--- config.mk ---
export PLATFORM = sky130hd
export DESIGN_NAME = cjb_logic_shift_unit
export DESIGN_NICKNAME = d
export VERILOG_FILES = /design/src/rtl/cjb_lsu_pkg.sv /design/src/rtl/cjb_lsu_shifter.sv /design/src/rtl/cjb_logic_shift_unit.sv
export SDC_FILE = /design/constraint.sdc
export NUM_CORES = 1
export LEC_CHECK = 0
export CAP_MARGIN = 20
export CELL_PAD_IN_SITES_DETAIL_PLACEMENT = 0
export CELL_PAD_IN_SITES_GLOBAL_PLACEMENT = 1
export CORE_UTILIZATION = 38
export CTS_CLUSTER_SIZE = 12
export DETAILED_ROUTE_END_ITERATION = 8
export PLACE_DENSITY_LB_ADDON = 0.1
export SETUP_SLACK_MARGIN = 0.4
export SLEW_MARGIN = 20
export SYNTH_ARGS = -nofsm -noshare
export SYNTH_HDL_FRONTEND = slang
export SYNTH_SLANG_ARGS = --single-unit
--- constraint.sdc ---
create_clock -name Clock -period 1.9 [get_ports Clock]
set_clock_uncertainty 0.05 [all_clocks]
set_input_delay 0.285 -clock Clock [delete_from_list [all_inputs] [get_ports Clock]]
set_output_delay 0.285 -clock Clock [all_outputs]
set_load 0.01 [all_outputs]
--- src/rtl/cjb_lsu_pkg.sv ---
// Shared definitions for the logic/shift unit: operation codes, FSM states and flag bit positions.
package cjb_lsu_pkg;

  localparam logic [2:0] FS_XOR  = 3'b000;
  localparam logic [2:0] FS_AND  = 3'b001;
  localparam logic [2:0] FS_OR   = 3'b010;
  localparam logic [2:0] FS_PASS = 3'b011;
  localparam logic [2:0] FS_NOT  = 3'b100;
  localparam logic [2:0] FS_SHL  = 3'b101;
  localparam logic [2:0] FS_SHR  = 3'b110;
  localparam logic [2:0] FS_ROR  = 3'b111;

  typedef enum logic [0:0] {
    ST_IDLE  = 1'b0,
    ST_SHIFT = 1'b1
  } lsu_state_e;

  localparam int FLG_C = 3;
  localparam int FLG_N = 2;
  localparam int FLG_V = 1;
  localparam int FLG_Z = 0;

  function automatic logic is_shift_op(input logic [2:0] func);
    return (func == FS_SHL) || (func == FS_SHR) || (func == FS_ROR);
  endfunction

endpackage

--- src/rtl/cjb_lsu_shifter.sv ---
// Combinational shifter returning {carry_out, data}: a single-position step by default,
// or a full barrel shifter when CJB_LSU_FAST_SHIFT_EN is defined.
module cjb_lsu_shifter
  import cjb_lsu_pkg::*;
#(
  parameter int WIDTH = 8
`ifdef CJB_LSU_FAST_SHIFT_EN
  , parameter int SHAMT_W = 3
`endif
) (
  input  logic [2:0]         op_i,
  input  logic [WIDTH-1:0]   data_i,
`ifdef CJB_LSU_FAST_SHIFT_EN
  input  logic [SHAMT_W-1:0] amount_i,
`endif
  output logic [WIDTH:0]     result_o
);

`ifdef CJB_LSU_FAST_SHIFT_EN
  logic [WIDTH:0]   shl_ext;
  logic [WIDTH:0]   shr_ext;
  logic [WIDTH-1:0] ror_data;
  logic [31:0]      rot_amt;

  // The spare bit on each extended vector catches the last bit shifted out, which
  // matches the serial carry even when the amount reaches or exceeds WIDTH.
  always_comb begin
    shl_ext  = {1'b0, data_i} << amount_i;
    shr_ext  = {data_i, 1'b0} >> amount_i;
    rot_amt  = 32'(amount_i) % 32'(WIDTH);
    ror_data = (data_i >> rot_amt) | (data_i << (32'(WIDTH) - rot_amt));
    result_o = {1'b0, data_i};
    case (op_i)
      FS_SHL:  result_o = shl_ext;
      FS_SHR:  result_o = {shr_ext[0], shr_ext[WIDTH:1]};
      FS_ROR:  result_o = {(amount_i != '0) & ror_data[WIDTH-1], ror_data};
      default: result_o = {1'b0, data_i};
    endcase
  end
`else
  // One position per call; for ROR the carry is the bit that wraps into the MSB.
  always_comb begin
    result_o = {1'b0, data_i};
    case (op_i)
      FS_SHL:  result_o = {data_i, 1'b0};
      FS_SHR:  result_o = {data_i[0], 1'b0, data_i[WIDTH-1:1]};
      FS_ROR:  result_o = {data_i[0], data_i[0], data_i[WIDTH-1:1]};
      default: result_o = {1'b0, data_i};
    endcase
  end
`endif

endmodule

--- src/rtl/cjb_logic_shift_unit.sv ---
// Registered logic/shift unit with Start/Busy/Done handshake and CNVZ flags.
// Define CJB_LSU_FAST_SHIFT_EN for single-cycle barrel shifts instead of the serial FSM.
module cjb_logic_shift_unit
  import cjb_lsu_pkg::*;
#(
  parameter int WIDTH   = 8,
  parameter int SHAMT_W = 3
) (
  input  logic               Clock,
  input  logic               Reset,
  input  logic               Start,
  input  logic [2:0]         Func_Sel,
  input  logic [WIDTH-1:0]   Operand_X,
  input  logic [WIDTH-1:0]   Operand_Y,
  input  logic [SHAMT_W-1:0] Const_K,
  output logic               Busy,
  output logic               Done,
  output logic [WIDTH-1:0]   Logic_Result,
  output logic [3:0]         Logic_CNVZ
);

  lsu_state_e       state_q, state_d;
  logic [WIDTH-1:0] result_q, result_d;
  logic [3:0]       cnvz_q, cnvz_d;
  logic             done_q, done_d;
  logic [WIDTH-1:0] logic_res;
  logic [WIDTH:0]   shift_out;

`ifndef CJB_LSU_FAST_SHIFT_EN
  logic [SHAMT_W-1:0] count_q, count_d;
  logic [WIDTH-1:0]   work_q, work_d;
  logic [2:0]         func_q, func_d;
`endif

  function automatic logic [3:0] make_flags(input logic carry, input logic [WIDTH-1:0] value);
    logic [3:0] flags;
    flags        = 4'b0000;
    flags[FLG_C] = carry;
    flags[FLG_N] = value[WIDTH-1];
    flags[FLG_V] = 1'b0;
    flags[FLG_Z] = (value == '0);
    return flags;
  endfunction

  always_comb begin
    logic_res = Operand_X;
    case (Func_Sel)
      FS_XOR:  logic_res = Operand_X ^ Operand_Y;
      FS_AND:  logic_res = Operand_X & Operand_Y;
      FS_OR:   logic_res = Operand_X | Operand_Y;
      FS_NOT:  logic_res = ~Operand_X;
      default: logic_res = Operand_X;
    endcase
  end

`ifdef CJB_LSU_FAST_SHIFT_EN
  cjb_lsu_shifter #(
    .WIDTH   (WIDTH),
    .SHAMT_W (SHAMT_W)
  ) u_shifter (
    .op_i     (Func_Sel),
    .data_i   (Operand_X),
    .amount_i (Const_K),
    .result_o (shift_out)
  );
`else
  cjb_lsu_shifter #(
    .WIDTH (WIDTH)
  ) u_shifter (
    .op_i     (func_q),
    .data_i   (work_q),
    .result_o (shift_out)
  );
`endif

  always_comb begin
    state_d  = state_q;
    result_d = result_q;
    cnvz_d   = cnvz_q;
    done_d   = 1'b0;
`ifndef CJB_LSU_FAST_SHIFT_EN
    count_d  = count_q;
    work_d   = work_q;
    func_d   = func_q;
`endif
    case (state_q)
      ST_IDLE: begin
        if (Start) begin
`ifdef CJB_LSU_FAST_SHIFT_EN
          if (is_shift_op(Func_Sel)) begin
            result_d = shift_out[WIDTH-1:0];
            cnvz_d   = make_flags(shift_out[WIDTH], shift_out[WIDTH-1:0]);
          end else begin
            result_d = logic_res;
            cnvz_d   = make_flags(1'b0, logic_res);
          end
          done_d = 1'b1;
`else
          if (is_shift_op(Func_Sel) && (Const_K != '0)) begin
            work_d  = Operand_X;
            count_d = Const_K;
            func_d  = Func_Sel;
            state_d = ST_SHIFT;
          end else begin
            // A zero-length shift returns the operand untouched, so it shares the logic path.
            result_d = is_shift_op(Func_Sel) ? Operand_X : logic_res;
            cnvz_d   = make_flags(1'b0, result_d);
            done_d   = 1'b1;
          end
`endif
        end
      end
      ST_SHIFT: begin
`ifdef CJB_LSU_FAST_SHIFT_EN
        state_d = ST_IDLE;
`else
        work_d  = shift_out[WIDTH-1:0];
        count_d = count_q - SHAMT_W'(1);
        if (count_q == SHAMT_W'(1)) begin
          result_d = shift_out[WIDTH-1:0];
          cnvz_d   = make_flags(shift_out[WIDTH], shift_out[WIDTH-1:0]);
          done_d   = 1'b1;
          state_d  = ST_IDLE;
        end
`endif
      end
      default: state_d = ST_IDLE;
    endcase
  end

  always_ff @(posedge Clock) begin
    if (Reset) begin
      state_q  <= ST_IDLE;
      result_q <= '0;
      cnvz_q   <= 4'b0000;
      done_q   <= 1'b0;
`ifndef CJB_LSU_FAST_SHIFT_EN
      count_q  <= '0;
      work_q   <= '0;
      func_q   <= FS_XOR;
`endif
    end else begin
      state_q  <= state_d;
      result_q <= result_d;
      cnvz_q   <= cnvz_d;
      done_q   <= done_d;
`ifndef CJB_LSU_FAST_SHIFT_EN
      count_q  <= count_d;
      work_q   <= work_d;
      func_q   <= func_d;
`endif
    end
  end

`ifdef CJB_LSU_FAST_SHIFT_EN
  assign Busy = 1'b0;
`else
  assign Busy = (state_q == ST_SHIFT);
`endif
  assign Done         = done_q;
  assign Logic_Result = result_q;
  assign Logic_CNVZ   = cnvz_q;

endmodule

# After elaboration in Yosys (flattened, before gate mapping)
# Cells that the tools add are included.
# word_totals
regBits	28
out_inout_bits	14
word_cells	62
# op_classes
addsub	1
eq_ne	14
muxes	25
bitwise	5
n_reduce_logical	10
# op_table
op	n
two-way mux 8 bit	6
case mux 8 bit (2 select lines)	2
case mux 8 bit (4 select lines)	1
case mux 9 bit (3 select lines)	1
equality test 3 bit, second input constant	7
zero test 8 bit	2
two-way mux 4 bit	3
bitwise AND 8 bit	1
inverter 8 bit	1
OR 8 bit	1
case mux 4 bit (2 select lines)	1
bitwise XOR 8 bit	1
equality test 3 x 1 -> 1 bit, second input constant	2
two-way mux 1 bit	6
two-way mux 3 bit	2
inequality test 2 bit, second input constant	3
case mux 3 bit (2 select lines)	1
AND reduction 3 bit	2
case mux 1 bit (2 select lines)	2
equality test 3 x 2 -> 1 bit, second input constant	1
zero test 3 bit	1
nonzero test 3 bit	1
subtractor 3 x 1 -> 3 bit, second input constant	1
logical OR 1 bit	2
4 further kinds	4

# Depth between registers and ports, before layout
# depth
word_depth	8
depth_mapped	8

# By module
# From an unflattened synthesis, not the netlist that was laid out.
# unflattened
cells_unflattened	265
area_unflattened_um2	2190.9
# modules_own_cells
module	n_inst	cells_each	area_per_inst_um2	seq_area_each_um2
cjb_logic_shift_unit	1	242	1969.4	520.5
cjb_lsu_shifter	1	23	221.5	0.0

# Worst setup path after synthesis
# No wires, ideal clock.
# synth_timing
path_type	input-to-reg
start	in Func_Sel[2]
end	reg cnvz_q[2] (netlist: Logic_CNVZ[2])
setup_time_ns	0.128
arrival_time_ns	1.562
t_required_ns	1.722
setup_slack_ns	0.160
stages	7
path_buffers	1
cell_sequence	buf_6 or2_4 mux2_4 a2111o_1 nand2_1 a2bb2oi_2 nor2_1
# synth_between
elab_chain_cells	7
# synth_rtl
element	line	rtl
start: declaration	cjb_logic_shift_unit.sv:12	input logic [2:0] Func_Sel,
parallel branches: the longest is 7 deep, another holds case mux 8 bit (4 select lines)	--	
end signal: assignment	cjb_logic_shift_unit.sv:145	cnvz_q <= cnvz_d;
end: declaration	cjb_logic_shift_unit.sv:24	logic [3:0] cnvz_q, cnvz_d;
# Several ways; the timed one is not identified. The select of a mux whose other input is x is not followed.
# A chain may end at the register's enable or synchronous reset.

# Worst setup path in the final report
# layout_timing
start	in Func_Sel[2]
end	reg cnvz_q[0] (netlist: Logic_CNVZ[0])
# layout_between
elab_chain_cells	8
# layout_rtl
element
parallel branches: the longest is 8 deep, another holds case mux 8 bit (4 select lines)
# Several ways; the timed one is not identified. The select of a mux whose other input is x is not followed.

==> results.toml <==
[run_status]
status = "complete, no violations"

[synthesis]
ys_ff_latch = 26
syn-cell-area_um2 = 2110
avgSynthCellArea_um2 = 7.39
yosysWarnings = 0
synth_compound_area_share_pct = 31.4
synth_simple_gate_area_share_pct = 18.5
synthMuxAreaShare_pct = 4.10
synth_top_family_by_area = "compound AO/OA/AOI/OAI gates"
seq_area_frac_synth_pct = 24.7
synthTopCellsByArea = "dfxtp_1, ha_1, nand2_1"
synth_top_area_share_pct = 24.7
synthDistinctLibCells = 55
synthAdderAreaFrac_pct = 10.7
synth_ff_type = "dfxtp_1"
synthArstFlopShare_pct = 0
synth_top_area_cell = "dfxtp_1"
synthCells = 285
synth_nets = 328
synth_edf_count = 0
synth-xor-area-share_pct = 0

[detailed_routing]
routed_via_density = 5.22
wl_per_cell_um = 14.8
ant_nets = 0
drt_iter0_drc = 155
drc_errors = 0
drt_pass1_iterations = 4
wl_um = 6650
num_vias = 2346

[run]
drv_cap = 0

[min_path]
hold_class = "reg2reg"

[worst_setup_path]
cp-end-kind = "flop"
reg2reg_depth = 6
cp_slowest_stage_delay_ns = 0.44
start_kind = "primary input"
cp.required_ns = 2.07
crit_slowest_cell = "a2111o_1"
cpMostUsedCell = "buf_6"
crit_end = "Logic_CNVZ[0]"
path_cells = "buf_6, buf_6, or2_4, mux2_4, a2111o_1, buf_4, nor2_1, a31o_1"
r2r_end = "Logic_CNVZ[0]"
critPathKind = "in2reg"
cp_max_fo = 5
r2r-start = "func_q[1]"
crit_start = "Func_Sel[2]"
reg2reg_slack_ns = 0.34
cp_data_arrival_time_ns = 1.82

[pwr]
p_int_mw = 1.11
p_total_mw = 1.67
power.density_nw_per_um2 = 482
seq_power_share_pct = 37.7
p_leak_nw = 1.59
power_switching_uw = 558
p_sw_share_pct = 33.5
irDropWorstVdd_mv = 0.286
pwr-share-clk_pct = 18.9
pwr-share-comb_pct = 43.4

[finish]
mostFrequentLayoutCell = "buf_4"
nNetsFinal = 424
fillCellCount = 459
diodes = 0
area_growth_pct = 64.1
drive_gt1_share_pct = 41.7
final_cell_mix = "buf_4, nand2_1, nor2_1"

[global_routing]
gr-usage-met1_pct = 31.2
grt_overflow = 0
grt_max_degree = 23
grt_pass1_wl_um = 11200
first_global_vias = 2291
grtUsageTotal_pct = 23.6
top_usage_layer = "met2"
met2_usage_pct = 41.2
antenna_found_initial = 0
use_met3_pct = 1.44

[timing]
rsz0062_at_grt = "true"
fin_crit_sh_pct = 86.6
fmax_mhz = 607
drv_slew = 0
setup_viol = 0
whs_ns = 0.401
min_period_ns = 1.65
hold_violations = 0

[clock_tree]
cts-root-buf = "clkbuf_8"
insertion_delay_ns = 0.27
postCtsHoldBufs = 0
clkSlewWorstSetupHoldPaths_ns = 0.09
ctsHtreeMaxLevel = 1
numCtsBuffers = 3
clockBufferDepth = 2
cts_sinks = 26
cts_tree = "built"

[place]
io_buffers = 37
place_hpwl_um = 4850
place.gp.congestion = 0.832

[die]
die_w_um = 76.4
dieArea_um2 = 5840
initial_core_util_pct = 40.2
ios = 39
rows = 26
core_area_um2 = 5240
die_y_um = 76.4
through the flow:
step                      setup slack [ns]  cell area, µm²  TNS (ns)  instances  util, %
final                                0.254            3450         0        449     66.0
after global routing                 0.222            3450         0        449     66.0
after CTS                            0.265            3350         0        448     64.0
after detailed placement            -0.358            2910     -6.21        425     55.5
after global placement              -0.345            2910     -5.92        425     55.5
after floorplan                      0.209            2130         0        285        -
what timing repair did:
| action | in CTS | in global routing |
|---|---|---|
| setup endpoints to repair | 30 | 26 |
| endpoints found under the hold margin | 0 | 0 |
| buffers inserted | 19 | 1 |
| gates cloned | 1 | 0 |
| resized for setup | 115 | 37 |
| pin swaps | 38 | 20 |
power by group through the flow:
stage                     sequential [mW]  clock (mW)  combinational [mW]
final                               0.628       0.315               0.723
after global routing                0.635       0.344               0.787
after global placement              0.639           0               0.584
after floorplan                     0.634           0               0.313
after detailed placement            0.639           0               0.589
after CTS                           0.626       0.316               0.690
state kept, by name, indices dropped and copies added (netlist names):
register	count
work_q	8
Busy	1
Logic_Result	7
Logic_CNVZ	3
Done	1
count_q	3
func_q	3
synthesized netlist by cell type (6+ instances only):
| library cell | count |
|---|---|
| nand2_1 | 33 |
| nor2_1 | 28 |
| dfxtp_1 | 26 |
| inv_1 | 26 |
| a21oi_1 | 18 |
| ha_1 | 18 |
| o21ai_0 | 18 |
| a31oi_1 | 12 |
| clkbuf_1 | 9 |
| buf_2 | 8 |
| a211oi_1 | 7 |
| mux2i_1 | 6 |
how the worst min path moves through the flow:
stage	start	to	slack (ns)	cells past startpoint
floorplan	Operand_X[4]	work_q[4]	0.39	2
global placement	Logic_Result[0]	Logic_Result[0]	0.39	2
detailed placement	Logic_Result[0]	Logic_Result[0]	0.39	2
CTS	Logic_Result[0]	Logic_Result[0]	0.41	2
global route	Logic_Result[1]	Logic_Result[1]	0.42	2
finish	Logic_Result[0]	Logic_Result[0]	0.40	2
metal layers:
layer	share of wire, %	wire [µm]
met5	0	0
met4	1.3	89
met3	1.6	105
met2	49	3240
met1	48	3220
final cells by class:
cell class / instances / area, µm² / area share, %
clock buffers: 3 / 41.3 / 1.20
inverters: 27 / 106 / 3.08
multi-input cells: 210 / 1670 / 48.5
flip-flops and latches: 26 / 533 / 15.4
well taps: 70 / 87.6 / 2.54
repair buffers: 113 / 1010 / 29.3
kinds of logic after synthesis:
kind of cell / count (synthesis)
compound gates: 98
fa+ha+maj: 18
buf+inv: 49
flops: 26
mux: 8
other cells: 1
simple gates: 85
critical path: cells and delay by family:
| family | cells | cell delay [ns] |
|---|---|---|
| AO/OA/AOI/OAI | 2 | 0.57 |
| multiplexers | 1 | 0.29 |
| AND/OR/NAND/NOR | 2 | 0.33 |
| buffers and inverters | 3 | 0.36 |
(Power assumes the default switching activity.)
